--- src/rtl/bus_ep_pkg.sv ---
// rtl/bus_ep_pkg.sv - shared packet field helpers for the bus endpoint
// Purpose: packet layout constants and field extractors used by the
//          endpoint RTL and by its bench.
package bus_ep_pkg;

    localparam int ID_W  = 8;
    localparam int PKT_W = 16;

    // Destination ID lives in the top ID_W bits of a packet.
    function automatic logic [ID_W-1:0] dest_of(input logic [PKT_W-1:0] pkt);
        return pkt[PKT_W-1 -: ID_W];
    endfunction

    function automatic logic [PKT_W-ID_W-1:0] payload_of(input logic [PKT_W-1:0] pkt);
        return pkt[PKT_W-ID_W-1:0];
    endfunction

endpackage

--- src/rtl/ep_sync_fifo.sv ---
// rtl/ep_sync_fifo.sv - first-word-fall-through synchronous FIFO
// Purpose: circular buffer with explicit occupancy count.
// Ports:  clk, reset (sync, active-high)
//         push_i/data_i   write side; ignored when full unless popping
//         pop_i           consume head; ignored when empty
//         full_o/empty_o/count_o occupancy status
//         head_o          current head, 0 when empty
module ep_sync_fifo #(
    parameter int width = 16,
    parameter int depth = 8,
    localparam int PTR_W = $clog2(depth),
    localparam int CNT_W = PTR_W + 1
) (
    input  logic             clk,
    input  logic             reset,
    input  logic             push_i,
    input  logic [width-1:0] data_i,
    input  logic             pop_i,
    output logic             full_o,
    output logic             empty_o,
    output logic [CNT_W-1:0] count_o,
    output logic [width-1:0] head_o
);

    logic [width-1:0] mem_q [depth];
    logic [PTR_W-1:0] wr_ptr_q, wr_ptr_d;
    logic [PTR_W-1:0] rd_ptr_q, rd_ptr_d;
    logic [CNT_W-1:0] count_q, count_d;
    logic             pop_ok, push_ok;

    // A pop frees a slot in the same cycle, so a full FIFO may accept a
    // simultaneous push.
    always_comb begin
        pop_ok   = pop_i && (count_q != '0);
        push_ok  = push_i && ((count_q != CNT_W'(depth)) || pop_ok);
        wr_ptr_d = wr_ptr_q;
        rd_ptr_d = rd_ptr_q;
        count_d  = count_q;
        // depth is a power of two, so pointer overflow is the wrap
        if (push_ok) wr_ptr_d = wr_ptr_q + PTR_W'(1);
        if (pop_ok)  rd_ptr_d = rd_ptr_q + PTR_W'(1);
        if (push_ok && !pop_ok)      count_d = count_q + CNT_W'(1);
        else if (pop_ok && !push_ok) count_d = count_q - CNT_W'(1);
    end

    always_ff @(posedge clk) begin
        if (reset) begin
            wr_ptr_q <= '0;
            rd_ptr_q <= '0;
            count_q  <= '0;
        end else begin
            wr_ptr_q <= wr_ptr_d;
            rd_ptr_q <= rd_ptr_d;
            count_q  <= count_d;
        end
    end

    // Storage needs no reset: the head is masked whenever the FIFO is empty.
    always_ff @(posedge clk) begin
        if (push_ok && !reset) mem_q[wr_ptr_q] <= data_i;
    end

    assign full_o  = (count_q == CNT_W'(depth));
    assign empty_o = (count_q == '0);
    assign count_o = count_q;
    assign head_o  = empty_o ? '0 : mem_q[rd_ptr_q];

endmodule

--- src/rtl/bus_endpoint_fifo.sv ---
// rtl/bus_endpoint_fifo.sv - per-device TX/RX packet endpoint for the bus arbiter
// Purpose: buffers device packets toward the bus (pndng/D_pop/pop) and bus
//          packets toward the device (push/D_push, rd_en/rd_data); tracks
//          dropped packets and misrouted arrivals.
// Ports:  clk, reset (sync, active-high)
//         wr_en/wr_data, tx_full, tx_count           device TX side
//         pndng, D_pop, pop                          bus TX side
//         push, D_push                               bus RX side
//         rd_en, rd_data, rx_empty, rx_count         device RX side
//         tx_ovf, rx_ovf, misroute, drop_cnt         sticky status
module bus_endpoint_fifo
    import bus_ep_pkg::*;
#(
    parameter int            pckg_sz   = 16,
    parameter int            depth     = 8,
    parameter logic [ID_W-1:0] dev_id    = 8'd0,
    parameter logic [ID_W-1:0] broadcast = 8'hFF
) (
    input  logic                     clk,
    input  logic                     reset,
    input  logic                     wr_en,
    input  logic [pckg_sz-1:0]       wr_data,
    output logic                     tx_full,
    output logic [$clog2(depth):0]   tx_count,
    output logic                     pndng,
    output logic [pckg_sz-1:0]       D_pop,
    input  logic                     pop,
    input  logic                     push,
    input  logic [pckg_sz-1:0]       D_push,
    input  logic                     rd_en,
    output logic [pckg_sz-1:0]       rd_data,
    output logic                     rx_empty,
    output logic [$clog2(depth):0]   rx_count,
    output logic                     tx_ovf,
    output logic                     rx_ovf,
    output logic                     misroute,
    output logic [15:0]              drop_cnt
);

    logic        tx_empty, rx_full;
    logic        tx_drop, rx_drop, rx_accept, bad_dest;
    logic [ID_W-1:0] rx_dest;
    logic        tx_ovf_q, tx_ovf_d, rx_ovf_q, rx_ovf_d, misroute_q, misroute_d;
    logic [15:0] drop_cnt_q, drop_cnt_d;
    logic [16:0] drop_sum;

    ep_sync_fifo #(.width(pckg_sz), .depth(depth)) u_tx_fifo (
        .clk     (clk),
        .reset   (reset),
        .push_i  (wr_en),
        .data_i  (wr_data),
        .pop_i   (pop),
        .full_o  (tx_full),
        .empty_o (tx_empty),
        .count_o (tx_count),
        .head_o  (D_pop)
    );

    ep_sync_fifo #(.width(pckg_sz), .depth(depth)) u_rx_fifo (
        .clk     (clk),
        .reset   (reset),
        .push_i  (push),
        .data_i  (D_push),
        .pop_i   (rd_en),
        .full_o  (rx_full),
        .empty_o (rx_empty),
        .count_o (rx_count),
        .head_o  (rd_data)
    );

    assign pndng = !tx_empty;

    // A full FIFO is never empty, so a same-cycle pop/read always frees a slot.
    assign tx_drop   = wr_en && tx_full && !pop;
    assign rx_drop   = push && rx_full && !rd_en;
    assign rx_accept = push && !rx_drop;
    assign rx_dest   = D_push[pckg_sz-1 -: ID_W];
    assign bad_dest  = (rx_dest != dev_id) && (rx_dest != broadcast);

    always_comb begin
        tx_ovf_d   = tx_ovf_q || tx_drop;
        rx_ovf_d   = rx_ovf_q || rx_drop;
        misroute_d = misroute_q || (rx_accept && bad_dest);
        // 17-bit sum so a double drop at FFFE still saturates cleanly
        drop_sum   = {1'b0, drop_cnt_q} + 17'(tx_drop) + 17'(rx_drop);
        drop_cnt_d = drop_sum[16] ? 16'hFFFF : drop_sum[15:0];
    end

    always_ff @(posedge clk) begin
        if (reset) begin
            tx_ovf_q   <= 1'b0;
            rx_ovf_q   <= 1'b0;
            misroute_q <= 1'b0;
            drop_cnt_q <= 16'h0000;
        end else begin
            tx_ovf_q   <= tx_ovf_d;
            rx_ovf_q   <= rx_ovf_d;
            misroute_q <= misroute_d;
            drop_cnt_q <= drop_cnt_d;
        end
    end

    assign tx_ovf   = tx_ovf_q;
    assign rx_ovf   = rx_ovf_q;
    assign misroute = misroute_q;
    assign drop_cnt = drop_cnt_q;

endmodule

--- config.mk ---
export PLATFORM = sky130hd
export DESIGN_NAME = bus_endpoint_fifo
export DESIGN_NICKNAME = d
export VERILOG_FILES = /design/src/rtl/bus_ep_pkg.sv /design/src/rtl/ep_sync_fifo.sv /design/src/rtl/bus_endpoint_fifo.sv
export SDC_FILE = /design/constraint.sdc
export NUM_CORES = 1
export LEC_CHECK = 0
export ABC_AREA = 0
export CAP_MARGIN = 20
export CORE_UTILIZATION = 52
export CTS_CLUSTER_SIZE = 20
export DETAILED_ROUTE_END_ITERATION = 10
export PLACE_DENSITY = 0.76
export SLEW_MARGIN = 30
export SYNTH_ARGS = -nofsm -noshare
export SYNTH_HDL_FRONTEND = slang
export SYNTH_SLANG_ARGS = --single-unit
--- constraint.sdc ---
create_clock -name clk -period 2.9 [get_ports clk]
set_input_delay 0.58 -clock clk [delete_from_list [all_inputs] [get_ports clk]]
set_output_delay 0.58 -clock clk [all_outputs]
set_load 0.05 [all_outputs]
==> metrics.yaml <==
synth-seq-cells: 301
synth_top_cells_by_count: "edfxtp_1, nor2_1, mux4_2, dfxtp_1, mux2i_1"
final-hold-violation-count: 0
critical_path_peak_fanout: 5
cp-end-kind: "flop"
critical_path.most_common_cell: "ha_1"
area.sequential_mm2: 0.00860
clk_latency_ns: 0.53
worst-path-buf-inv: 2
yosys.area.top_type_share_pct: 64.6
synth.most_common_cell: "edfxtp_1"
cap_violations: 0
grt_pass1_wl_um: 37700
std_cell_rows: 54
yosys.cell_types.count: 44
dp_hpwl_um: 14200
fraction_of_final_layout_cells_with_drive_strength_greater_than_1_pct: 27.2
fin_ws_ns: 0.162
port_buffers: 99
synth.avg_cell_area_um2: 18.2
tightestPinTransition_ns: 0.507
critical-path-max-stage-delay_ns: 0.61
mappedNetlistArea_mm2: 0.0119
clk_pin_slew_worst_paths_ns: 0.06
preCtsSetupSlack_ns: -0.246
gp_congestion: 0.792
grt_setup_unrepaired: "no"
slew_viol_final: 0
worst_r2r_path_depth: 10
vdd.ir_drop.worst_mv: 0.769
power_per_cell_area_mw_per_mm2: 921
cts_tree: "built"
ys.warnings.count: 0
drt_first_iter_violations: 398
via_count: 6343
n_antenna_cell: 0
power_leakage_uw: 0.00486
timing.hold.worst_path_depth: 2
setup_viol: 0
critical_path_class: "flop to flop"
cts.sink_count: 301
post-route-drc-count: 0
ys_async_sr_fraction_pct: 0
timing.critical_path.depth: 10
finalPower_uw: 13700
drt-wirelength-per-cell_um: 21.8
design.portCount: 100
postRouteAntennaNets: 0
number_of_instances_in_the_synthesized_netlist: 654
max_clock_buf_depth: 3
layout_min_cycle_time_ns: 2.74
coreArea_mm2: 0.0222
postSynthNetCount: 706
synth_largest_area_cell: "edfxtp_1"
multi_input_area_mm2: 0.00320
wl_um: 24000
crit_family: "compound AO/OA/AOI/OAI gates"
grt_antenna_before_repair: 0
worst_setup_path_start_kind: "flop"
final_net_count: 853
syn2layout_area_growth_pct: 25.2
synth-seq-area-share_pct: 72.2
status: "completed"
gr-usage-all-layers_pct: 21.1
starting_utilization_of_the_core_area_pct: 53.7
slew-limit-headroom_pct: 66.1
cp_data_required_time_ns: 3.32
hold_class: "input port to flop"
synth_top_flop_cell: "edfxtp_1"
maxClockFrequency_mhz: 365
final_min_period_over_clock_period_pct: 94.4
detail_route.vias_per_cell: 5.75
globalRoute.totalOverflow: 0
netlist_top_cells_area: "edfxtp_1, mux4_2, dfxtp_1"
arrival_ns: 3.16
cts_max_level: 1
synth_enable_flop_cells: 256
clockRootBuffer: "clkbuf_16"
critical_path.slowest_cell: "or4b_4"
detailed_routing_iterations_pass_1: 5
grt_max_degree: 33
timing.critical_path.cells: "or4b_4 -> o21ai_4 -> inv_2 -> ha_1 -> inv_1 -> ha_1 -> a21oi_2 -> a211oi_1 -> a31oi_1 -> mux2_1"
fillers: 1402
die_h_um: 153
floorplan.die.width_um: 153
timing.hold.ws_ns: 0.452
tritoncts.num_buffers: 29
die_area_mm2: 0.0235
finalClockSkew_ns: 0.00784
first_global_vias: 6731
## report_power, final
part           internal (µW)  total, µW  leakage [µW]  switching, µW
clock                   2190       3720      0.000467           1530
sequential              4880       5030       0.00268            145
combinational           2310       4980       0.00171           2670
## cells by family (layout without fill, tap and decap cells)
kind of cell             count (synthesis)  count (layout)  synth area share, %
AO/OA/AOI/OAI                           39              39                 2.11
XOR/XNOR                                20              20                 1.53
adder cells (fa/ha/maj)                 14              14                 1.66
buffers and inverters                   42             211                 1.57
flip-flops                             301             301                 72.2
multiplexers                           102             102                 15.3
AND/OR/NAND/NOR                        136             136                 5.63
## stage by stage
stage	instance area [µm²]	instances	setup TNS (ns)	utilization, %
after floorplan	11900	654	-27.47	-
after global placement	13900	1046	-0.0496	62.7
after detailed placement	13900	1046	-1.83	62.7
after CTS	14800	1099	0	67.0
after global routing	14900	1103	0	67.2
final	14900	1103	0	67.2
## per-layer routing
metal / GRT usage [%] / share of wire (%) / up-vias
met3: 3.09 / 4.4 / 41
met1: 27.3 / 41 / 3255
met2: 36.9 / 52 / 180
met4: 6.30 / 2.3 / 0
met5: 0 / 0 / -
li1: - / - / 2867
## flip-flops by register name, indices dropped and copies added, names as in the netlist, 3 cells and up, named ones only
| register | flops |
|---|---|
| drop_cnt | 16 |
| u_rx_fifo.count_o | 4 |
| u_rx_fifo.mem_q | 128 |
| u_rx_fifo.rd_ptr_q | 3 |
| u_rx_fifo.wr_ptr_q | 3 |
| u_tx_fifo.count_o | 4 |
| u_tx_fifo.mem_q | 128 |
| u_tx_fifo.rd_ptr_q | 3 |
| u_tx_fifo.wr_ptr_q | 3 |
## path summary, 6_finish.rpt
check                                     startpoint                   end  slack [ns]
worst max register to register  u_tx_fifo.count_o[2]  u_tx_fifo.count_o[3]        0.16
worst min register to register                rx_ovf                rx_ovf        0.48
worst max-delay path            u_tx_fifo.count_o[2]  u_tx_fifo.count_o[3]        0.16
worst min-delay path                           reset  u_rx_fifo.count_o[0]        0.45
## layout by cell type, fill, tap and decap left out, types with 4 or more instances in the layout
cell | netlist | routed
nand3_1 | 9 | 8
mux4_2 | 64 | 64
clkbuf_8 | 0 | 7
edfxtp_1 | 256 | 256
nor2_1 | 68 | 68
buf_12 | 0 | 40
ha_1 | 11 | 11
clkbuf_1 | 9 | 5
inv_1 | 11 | 11
clkbuf_16 | 0 | 29
nand2b_1 | 4 | 4
a211oi_1 | 5 | 5
dfxtp_1 | 45 | 41
a21oi_1 | 20 | 19
xor2_1 | 6 | 6
clkinv_2 | 0 | 5
nand2_1 | 15 | 15
nor3_1 | 11 | 6
buf_4 | 6 | 38
nor4_2 | 2 | 9
mux2i_1 | 36 | 36
xnor2_1 | 13 | 13
nor3_2 | 0 | 5
clkdlybuf4s50_1 | 0 | 64
nand4_1 | 4 | 4
## area by class of cell
class / count / share of cell area [%]
clock buffer: 41 / 5.64
clock inverter: 12 / 0.789
inverter: 14 / 0.353
multi-input combinational: 311 / 21.5
sequential: 301 / 57.7
tap: 280 / 2.35
timing repair buffer: 144 / 11.7
## repair_timing
action	CTS	global route
pin swaps	0	2
setup endpoints to repair	5	16
setup buffers	0	4
hold buffers	0	0
resized for setup	2	6
Note: power is estimated with default switching activity, not from simulation.
